**src/rtl/spi_master.sv**
```systemverilog
// SPI mode-0 master (CPOL=0, CPHA=0).
//
// Bytes arrive on a valid/ready stream and are shifted out MSB first while the
// byte returning on miso is assembled in parallel. Each completed byte is
// presented on rx_data with a one-cycle rx_valid pulse. tx_last closes the
// frame: chip_enable is released after a hold time and kept high for a minimum
// deselect gap. Without tx_last the master parks in a mid-frame wait with
// chip_enable low and sclk low until the next byte arrives.
//
// Parameters:
//   CLK_DIV     clk cycles per SCLK half-period, legal range 1..255.
// Ports:
//   clk         system clock, rising edge.
//   rst_n       asynchronous active-low reset; aborts any transfer.
//   tx_data     byte to send, sampled only at accept.
//   tx_last     frame-end flag for tx_data, sampled only at accept.
//   tx_valid    tx_data/tx_last valid.
//   tx_ready    byte accepted when tx_valid && tx_ready.
//   rx_data     last byte received; held until the next rx_valid.
//   rx_valid    one-cycle pulse, rx_data valid.
//   busy        high whenever the FSM is not idle.
//   sclk        SPI clock, idles low.
//   mosi        master out, MSB first.
//   miso        slave in, already synchronous to clk.
//   chip_enable active-low slave select.
// All outputs are registered.

module spi_master #(
    parameter int unsigned CLK_DIV = 2
) (
    input  logic       clk,
    input  logic       rst_n,
    input  logic [7:0] tx_data,
    input  logic       tx_last,
    input  logic       tx_valid,
    output logic       tx_ready,
    output logic [7:0] rx_data,
    output logic       rx_valid,
    output logic       busy,
    output logic       sclk,
    output logic       mosi,
    input  logic       miso,
    output logic       chip_enable
);

    typedef enum logic [2:0] {
        StIdle,
        StSetup,
        StShiftHi,
        StShiftLo,
        StWait,
        StHold,
        StGap
    } state_e;

    localparam logic [7:0] CntMax = 8'(CLK_DIV - 1);

    // State and datapath registers
    state_e     r_state;
    logic [7:0] r_cnt;
    logic [2:0] r_bit;
    logic [7:0] r_tx_shift;
    logic [7:0] r_rx_shift;
    logic       r_last;

    // Registered outputs
    logic       r_tx_ready;
    logic [7:0] r_rx_data;
    logic       r_rx_valid;
    logic       r_busy;
    logic       r_sclk;
    logic       r_mosi;
    logic       r_ce;

    // Next-state values
    state_e     w_state_d;
    logic [7:0] w_cnt_d;
    logic [2:0] w_bit_d;
    logic [7:0] w_tx_shift_d;
    logic [7:0] w_rx_shift_d;
    logic       w_last_d;
    logic       w_tx_ready_d;
    logic [7:0] w_rx_data_d;
    logic       w_rx_valid_d;
    logic       w_sclk_d;
    logic       w_mosi_d;
    logic       w_ce_d;

    logic       w_accept;
    logic       w_cnt_done;
    logic       w_load;

    assign w_accept   = tx_valid & r_tx_ready;
    assign w_cnt_done = (r_cnt == CntMax);

    always_comb begin
        w_state_d    = r_state;
        w_cnt_d      = r_cnt;
        w_bit_d      = r_bit;
        w_tx_shift_d = r_tx_shift;
        w_rx_shift_d = r_rx_shift;
        w_last_d     = r_last;
        w_tx_ready_d = 1'b0;
        w_rx_data_d  = r_rx_data;
        w_rx_valid_d = 1'b0;
        w_sclk_d     = r_sclk;
        w_mosi_d     = r_mosi;
        w_ce_d       = r_ce;
        w_load       = 1'b0;

        unique case (r_state)
            StIdle: begin
                if (w_accept) begin
                    w_load = 1'b1;
                end else begin
                    w_tx_ready_d = 1'b1;
                end
            end

            StSetup: begin
                if (w_cnt_done) begin
                    w_cnt_d      = 8'd0;
                    w_sclk_d     = 1'b1;
                    w_rx_shift_d = {r_rx_shift[6:0], miso};
                    w_state_d    = StShiftHi;
                end else begin
                    w_cnt_d = r_cnt + 8'd1;
                end
            end

            StShiftHi: begin
                if (w_cnt_done) begin
                    w_cnt_d  = 8'd0;
                    w_sclk_d = 1'b0;
                    if (r_bit != 3'd0) begin
                        w_bit_d      = r_bit - 3'd1;
                        w_tx_shift_d = {r_tx_shift[6:0], 1'b0};
                        w_mosi_d     = r_tx_shift[6];
                        w_state_d    = StShiftLo;
                    end else begin
                        // Last falling edge: byte complete. tx_ready stays low
                        // in this cycle so an accept never meets rx_valid.
                        w_rx_data_d  = r_rx_shift;
                        w_rx_valid_d = 1'b1;
                        w_state_d    = r_last ? StHold : StWait;
                    end
                end else begin
                    w_cnt_d = r_cnt + 8'd1;
                end
            end

            StShiftLo: begin
                if (w_cnt_done) begin
                    w_cnt_d      = 8'd0;
                    w_sclk_d     = 1'b1;
                    w_rx_shift_d = {r_rx_shift[6:0], miso};
                    w_state_d    = StShiftHi;
                end else begin
                    w_cnt_d = r_cnt + 8'd1;
                end
            end

            StWait: begin
                // Mid-frame stall: select stays asserted, sclk parked low.
                if (w_accept) begin
                    w_load = 1'b1;
                end else begin
                    w_tx_ready_d = 1'b1;
                end
            end

            StHold: begin
                if (w_cnt_done) begin
                    w_cnt_d   = 8'd0;
                    w_ce_d    = 1'b1;
                    w_mosi_d  = 1'b0;
                    w_state_d = StGap;
                end else begin
                    w_cnt_d = r_cnt + 8'd1;
                end
            end

            StGap: begin
                if (w_cnt_done) begin
                    w_cnt_d      = 8'd0;
                    w_tx_ready_d = 1'b1;
                    w_state_d    = StIdle;
                end else begin
                    w_cnt_d = r_cnt + 8'd1;
                end
            end

            default: begin
                w_cnt_d   = 8'd0;
                w_sclk_d  = 1'b0;
                w_ce_d    = 1'b1;
                w_mosi_d  = 1'b0;
                w_state_d = StIdle;
            end
        endcase

        // Byte load shared by the idle and mid-frame wait states.
        if (w_load) begin
            w_tx_shift_d = tx_data;
            w_last_d     = tx_last;
            w_mosi_d     = tx_data[7];
            w_ce_d       = 1'b0;
            w_bit_d      = 3'd7;
            w_cnt_d      = 8'd0;
            w_state_d    = StSetup;
        end
    end

    always_ff @(posedge clk or negedge rst_n) begin
        if (!rst_n) begin
            r_state    <= StIdle;
            r_cnt      <= 8'd0;
            r_bit      <= 3'd0;
            r_tx_shift <= 8'd0;
            r_rx_shift <= 8'd0;
            r_last     <= 1'b0;
            r_tx_ready <= 1'b0;
            r_rx_data  <= 8'd0;
            r_rx_valid <= 1'b0;
            r_busy     <= 1'b0;
            r_sclk     <= 1'b0;
            r_mosi     <= 1'b0;
            r_ce       <= 1'b1;
        end else begin
            r_state    <= w_state_d;
            r_cnt      <= w_cnt_d;
            r_bit      <= w_bit_d;
            r_tx_shift <= w_tx_shift_d;
            r_rx_shift <= w_rx_shift_d;
            r_last     <= w_last_d;
            r_tx_ready <= w_tx_ready_d;
            r_rx_data  <= w_rx_data_d;
            r_rx_valid <= w_rx_valid_d;
            r_busy     <= (w_state_d != StIdle);
            r_sclk     <= w_sclk_d;
            r_mosi     <= w_mosi_d;
            r_ce       <= w_ce_d;
        end
    end

    assign tx_ready    = r_tx_ready;
    assign rx_data     = r_rx_data;
    assign rx_valid    = r_rx_valid;
    assign busy        = r_busy;
    assign sclk        = r_sclk;
    assign mosi        = r_mosi;
    assign chip_enable = r_ce;

endmodule

```
**config.mk**
```make
export PLATFORM = sky130hd
export DESIGN_NAME = spi_master
export DESIGN_NICKNAME = d
export VERILOG_FILES = /design/src/rtl/spi_master.sv
export SDC_FILE = /design/constraint.sdc
export NUM_CORES = 1
export LEC_CHECK = 0
export ABC_AREA = 1
export CORE_MARGIN = 1
export CORE_UTILIZATION = 59
export DETAILED_ROUTE_END_ITERATION = 7
export PLACE_DENSITY = 0.85
export SLEW_MARGIN = 15
export SYNTH_ARGS = -nofsm -noshare
export SYNTH_HDL_FRONTEND = slang
export SYNTH_SLANG_ARGS = --single-unit
export TNS_END_PERCENT = 100
```
**constraint.sdc**
```tcl
create_clock -name clk -period 3.3 [get_ports clk]
set_input_delay 0.495 -clock clk [delete_from_list [all_inputs] [get_ports clk]]
set_output_delay 0.495 -clock clk [all_outputs]
set_load 0.02 [all_outputs]
```
== After elaboration in Yosys (flattened, before gate mapping) ==
Cells that the tools add are included.
Storage, ports and cells
  output and inout bits: 14
  register bits after elaboration: 44
Operators by class
  multiplexer cells: 36
  add/sub/neg operators: 2
  bitwise gates (word level): 3
  eq/ne operators: 15
  reduce and logical (&&, ||, !) cells: 18
Operators by type and width (count)
  3-bit two-way mux: 10
  7-bit two-way mux: 4
  8-bit two-way mux: 2
  8-bit one-hot mux with 2 select lines: 1
  3-bit one-hot mux with 5 select lines: 1
  1-bit two-way mux: 14
  5-bit OR reduction: 2
  3-bit == test (second input constant): 3
  3-bit inequality test (second input constant): 3
  3-bit AND reduction: 3
  8-bit by 1-bit adder with 8-bit output (second input constant): 1
  8-bit by 1-bit == test with 1-bit output (second input constant): 1
  2-bit by 1-bit inequality test with 1-bit output (second input constant): 4
  3-bit by 2-bit == test with 1-bit output (second input constant): 2
  1-bit one-hot mux with 3 select lines: 2
  2-bit nonzero test: 3
  3-bit nonzero test: 2
  6-bit OR reduction: 1
  1-bit one-hot mux with 2 select lines: 2
  2-bit AND reduction: 2
  4-bit AND reduction: 1
  2-bit OR reduction: 2
  4-bit OR reduction: 1
  3-bit by 1-bit == test with 1-bit output (second input constant): 1
  other kinds (5): 6

== Depth between registers and ports, before layout ==
  depth in word-level cells: 6
  mapped depth: 11
  depth with buffers taken out: 11

== Worst setup path before layout ==
No wires, ideal clock.
  path type: reg-to-reg
  from: register r_bit[0]
  to: register r_mosi, in the netlist mosi
  library setup time: 0.117 ns
  required time: 3.183 ns
  stages on the path, launching flop included: 12
  arrival time: 1.338 ns
  setup slack: 1.845 ns
  cells stage by stage: dfrtp_1 -> inv_1 -> ha_1 -> inv_1 -> nor2_1 -> nor2_1 -> nand2_2 -> nand2_4 -> inv_4 -> nand2_1 -> nand2_1 -> nand2_1
On the way
  word-level cells in the longest chain between the ends: 3
RTL lines
  from (decl): line 61  | logic [2:0] r_bit;
  from (signal assigned): line 232  | r_bit <= w_bit_d;
  3-bit nonzero test: line 135  | if (r_bit != 3'd0) begin
  3-bit inequality test (no line)
  4-bit AND reduction (no line)
  to (signal assigned): line 241  | r_mosi <= w_mosi_d;
  to (decl): line 72  | logic r_mosi;
Every way passes these cells.
A chain may end at the register's enable or synchronous reset.

== Final worst setup path ==
  from: register r_ce, in the netlist chip_enable
  to: output port chip_enable
RTL lines
  from (decl): line 73  | logic r_ce;
  from (signal assigned): line 242  | r_ce <= w_ce_d;
  to (decl): line 43  | output logic chip_enable
No word-level cell between the ends.

==> metrics.cfg <==
[final_layout]
fin_nets = 291
fillerInstances = 254
multi_input_area_um2 = 913.4
ff_latch_area_um2 = 1102
areaGrowthSynthToFinish_pct = 17.45
drive_gt1_share_pct = 17.82
n_antenna_cell = 0

[global_routing]
grt_max_degree = 45
antenna_found_initial = 0
track_usage_pct = 22.34
grt_pass1_vias = 1601
grt_pass1_wl_um = 6886
grt_overflow = 0

[setup_path]
reg2reg_to = mosi
cp_max_fo = 2
cp.arrival_ns = 1.43
crit_type = flop to output port
cpLargestDelayFamily = buffers and inverters
start_kind = flop
r2r_setup_slack_ns = 1.65
cp_slowest_cell = clkdlybuf4s50_1
slowest_delay_ns = 0.59
cp.required_ns = 2.80
r2r_cells = 11
cp-end-kind = output port
crit_chain = clkdlybuf4s50_1
r2r-start = r_bit[0]
crit_buf_inv = 1

[clock_network]
cts_buffer_depth = 2
cts_htree_levels = 2
insertion_delay_ns = 0.30
hold_buffers = 0
clk_pin_slew_ns = 0.08
cts_buffers = 5
postCtsSetupRepairBufs = 0
cts_resized = 0
root_buffer = clkbuf_8
clock-sinks = 44
cts_tree = built

[status]
status = finished clean

[die]
num_rows = 21
dieWidth_um = 62.99
start_util_pct = 63.76
die-area_um2 = 3968
pin_count = 27
die_y_um = 62.99
coreArea_um2 = 3442

[drt]
wl_um = 3789
dr.pass1.iters = 5
vias = 1650
routedWlPerCell_um = 11.80
via_per_inst = 5.140
drtIter0Drc = 165
final_antenna_net_count = 0
route.detailed.drc = 0

[job]
cap_violations = 0

[synth]
synth_seq_cells = 44
netlist_area_um2 = 2195
yosys_warnings = 0
synth.largest_area_cell = dfrtp_1
yosys.area.top_type_share_pct = 49.03
synthFlopType = dfrtp_1
synth_seq_area_share_pct = 50.23
ys_types = 32
synth_enable_flop_cells = 0
synth.avg_cell_area_um2 = 8.958
syn_nets = 262
synthArstFlopShare_pct = 100.0
synth.area.top_cells = dfrtp_1 (49%), nand2_1 (12%), o21ai_2 (5.2%), inv_1 (4.6%), nand3_1 (3.6%)
synth_cells = 245

[power_and_ir_drop]
pwr_density_cell_nw_per_um2 = 377.8
p_leak_nw = 1.285
peakVddDrop_mv = 0.3945

[sta]
period_needed_ns = 1.922
rsz0062_at_grt = false
worst_pin_slew_ns = 0.9430
final_hold_viol_count = 0
setup_viol = 0
setup-tns-final_ns = 0
fmax_mhz = 520.2
worst_slack_ns = 1.378
max-slew-margin-rel_pct = 37.13
slew_violations = 0
skew_ns = 0.004514
fin_crit_sh_pct = 58.26

[place]
hpwl_um = 2706
io_buffers = 26
pre_cts_slack_ns = 1.390
place.gp.congestion = 0.8023

[min_path]
hold_path.class = input port to async pin

[power by group]
| part | switching [mW] | total [mW] | internal [mW] |
|---|---|---|---|
| clock network | 0.184 | 0.407 | 0.224 |
| registers | 0.000518 | 0.540 | 0.540 |
| logic | 0.0134 | 0.0258 | 0.0125 |
| total | 0.198 | 0.974 | 0.776 |
[state kept, by name, summed over array words and instances (netlist names)]
signal and count:
r_tx_shift 7, chip_enable 1, rx_valid 1, r_rx_shift 8, r_last 1, rx_data 8
mosi 1, tx_ready 1, r_bit 3, r_state 3, r_cnt 8, sclk 1
busy 1
[cell families after synthesis]
group	count (synthesis)	synth area share (%)
buffers and inverters	38	8.153
DFF	44	50.23
xor gates and xnor gates	2	0.7983
AOI/OAI and AO/OA	37	11.80
and+or+nand+nor	120	26.74
adders and majority gates	4	2.281
[placed cells by master (no fill, tap or decap)]
| cell type | instances |
|---|---|
| o21a_1 | 1 |
| nand2_2 | 5 |
| nand2_4 | 1 |
| o21ai_2 | 13 |
| a21oi_1 | 5 |
| nand3b_1 | 1 |
| nand3_1 | 16 |
| nor2_1 | 14 |
| o211ai_1 | 1 |
| nor2_2 | 3 |
| buf_2 | 1 |
| o22ai_1 | 2 |
| xnor2_1 | 1 |
| inv_4 | 4 |
| o31ai_1 | 1 |
| xor2_1 | 1 |
| clkinvlp_4 | 1 |
| ha_1 | 4 |
| nor3b_2 | 1 |
| dfrtp_1 | 43 |
| bufinv_16 | 1 |
| nor2_4 | 2 |
| a22o_1 | 1 |
| nand2_1 | 72 |
| clkinv_2 | 1 |
| o21ai_1 | 3 |
| a21oi_2 | 3 |
| o21ai_0 | 7 |
| nor3_1 | 1 |
| inv_1 | 27 |
| clkdlybuf4s50_1 | 25 |
| inv_2 | 3 |
| dfstp_2 | 1 |
| clkbuf_8 | 5 |
| nor2_8 | 2 |
| nand3_4 | 2 |
[how the worst max path moves through the flow]
| stage | to | cells after the start | slack (ns) | from |
|---|---|---|---|---|
| after floorplan | mosi | 11 | 1.85 | r_bit[0] |
| after global placement | r_bit[1] | 8 | 1.42 | tx_valid |
| after detailed placement | r_bit[1] | 8 | 1.39 | tx_valid |
| after CTS | chip_enable | 1 | 1.37 | chip_enable |
| after global routing | chip_enable | 1 | 1.35 | chip_enable |
| final | chip_enable | 1 | 1.38 | chip_enable |
[through the flow]
stage               total power, mW  utilization, %  instance area [um2]  hold WS [ns]  instances
floorplan                    0.5533               -                 2195        0.1994        245
global placement             0.5778           71.65                 2466        0.4538        313
detailed placement           0.5779           71.65                 2466        0.4675        313
CTS                          0.9831           74.88                 2577        0.3635        321
global route                  1.010           74.88                 2577        0.4069        321
finish                       0.9737           74.88                 2577        0.3292        321
[cell usage after synthesis (all sizes together), types with 2 or more instances]
library cell,number
nand2,78
dfrtp,43
inv,34
o21ai,23
nor2,21
nand3,18
a21oi,8
buf,4
ha,4
o22ai,2
[layout make-up]
| cell class | count | share of cell area [%] |
|---|---|---|
| Sequential cell | 44 | 42.77 |
| Timing Repair Buffer | 26 | 9.903 |
| Tap cell | 46 | 2.233 |
| Multi-Input combinational cell | 163 | 35.44 |
| Clock buffer | 5 | 2.670 |
| Inverter | 34 | 5.340 |
| Clock inverter | 3 | 1.650 |
[layer usage]
metal  wire length [um]  global-route usage [%]
met3                138                   6.934
met2               1727                   36.56
met5                  0                       0
met4                 80                   8.140
met1               1844                   27.54
(Power assumes the default switching activity.)
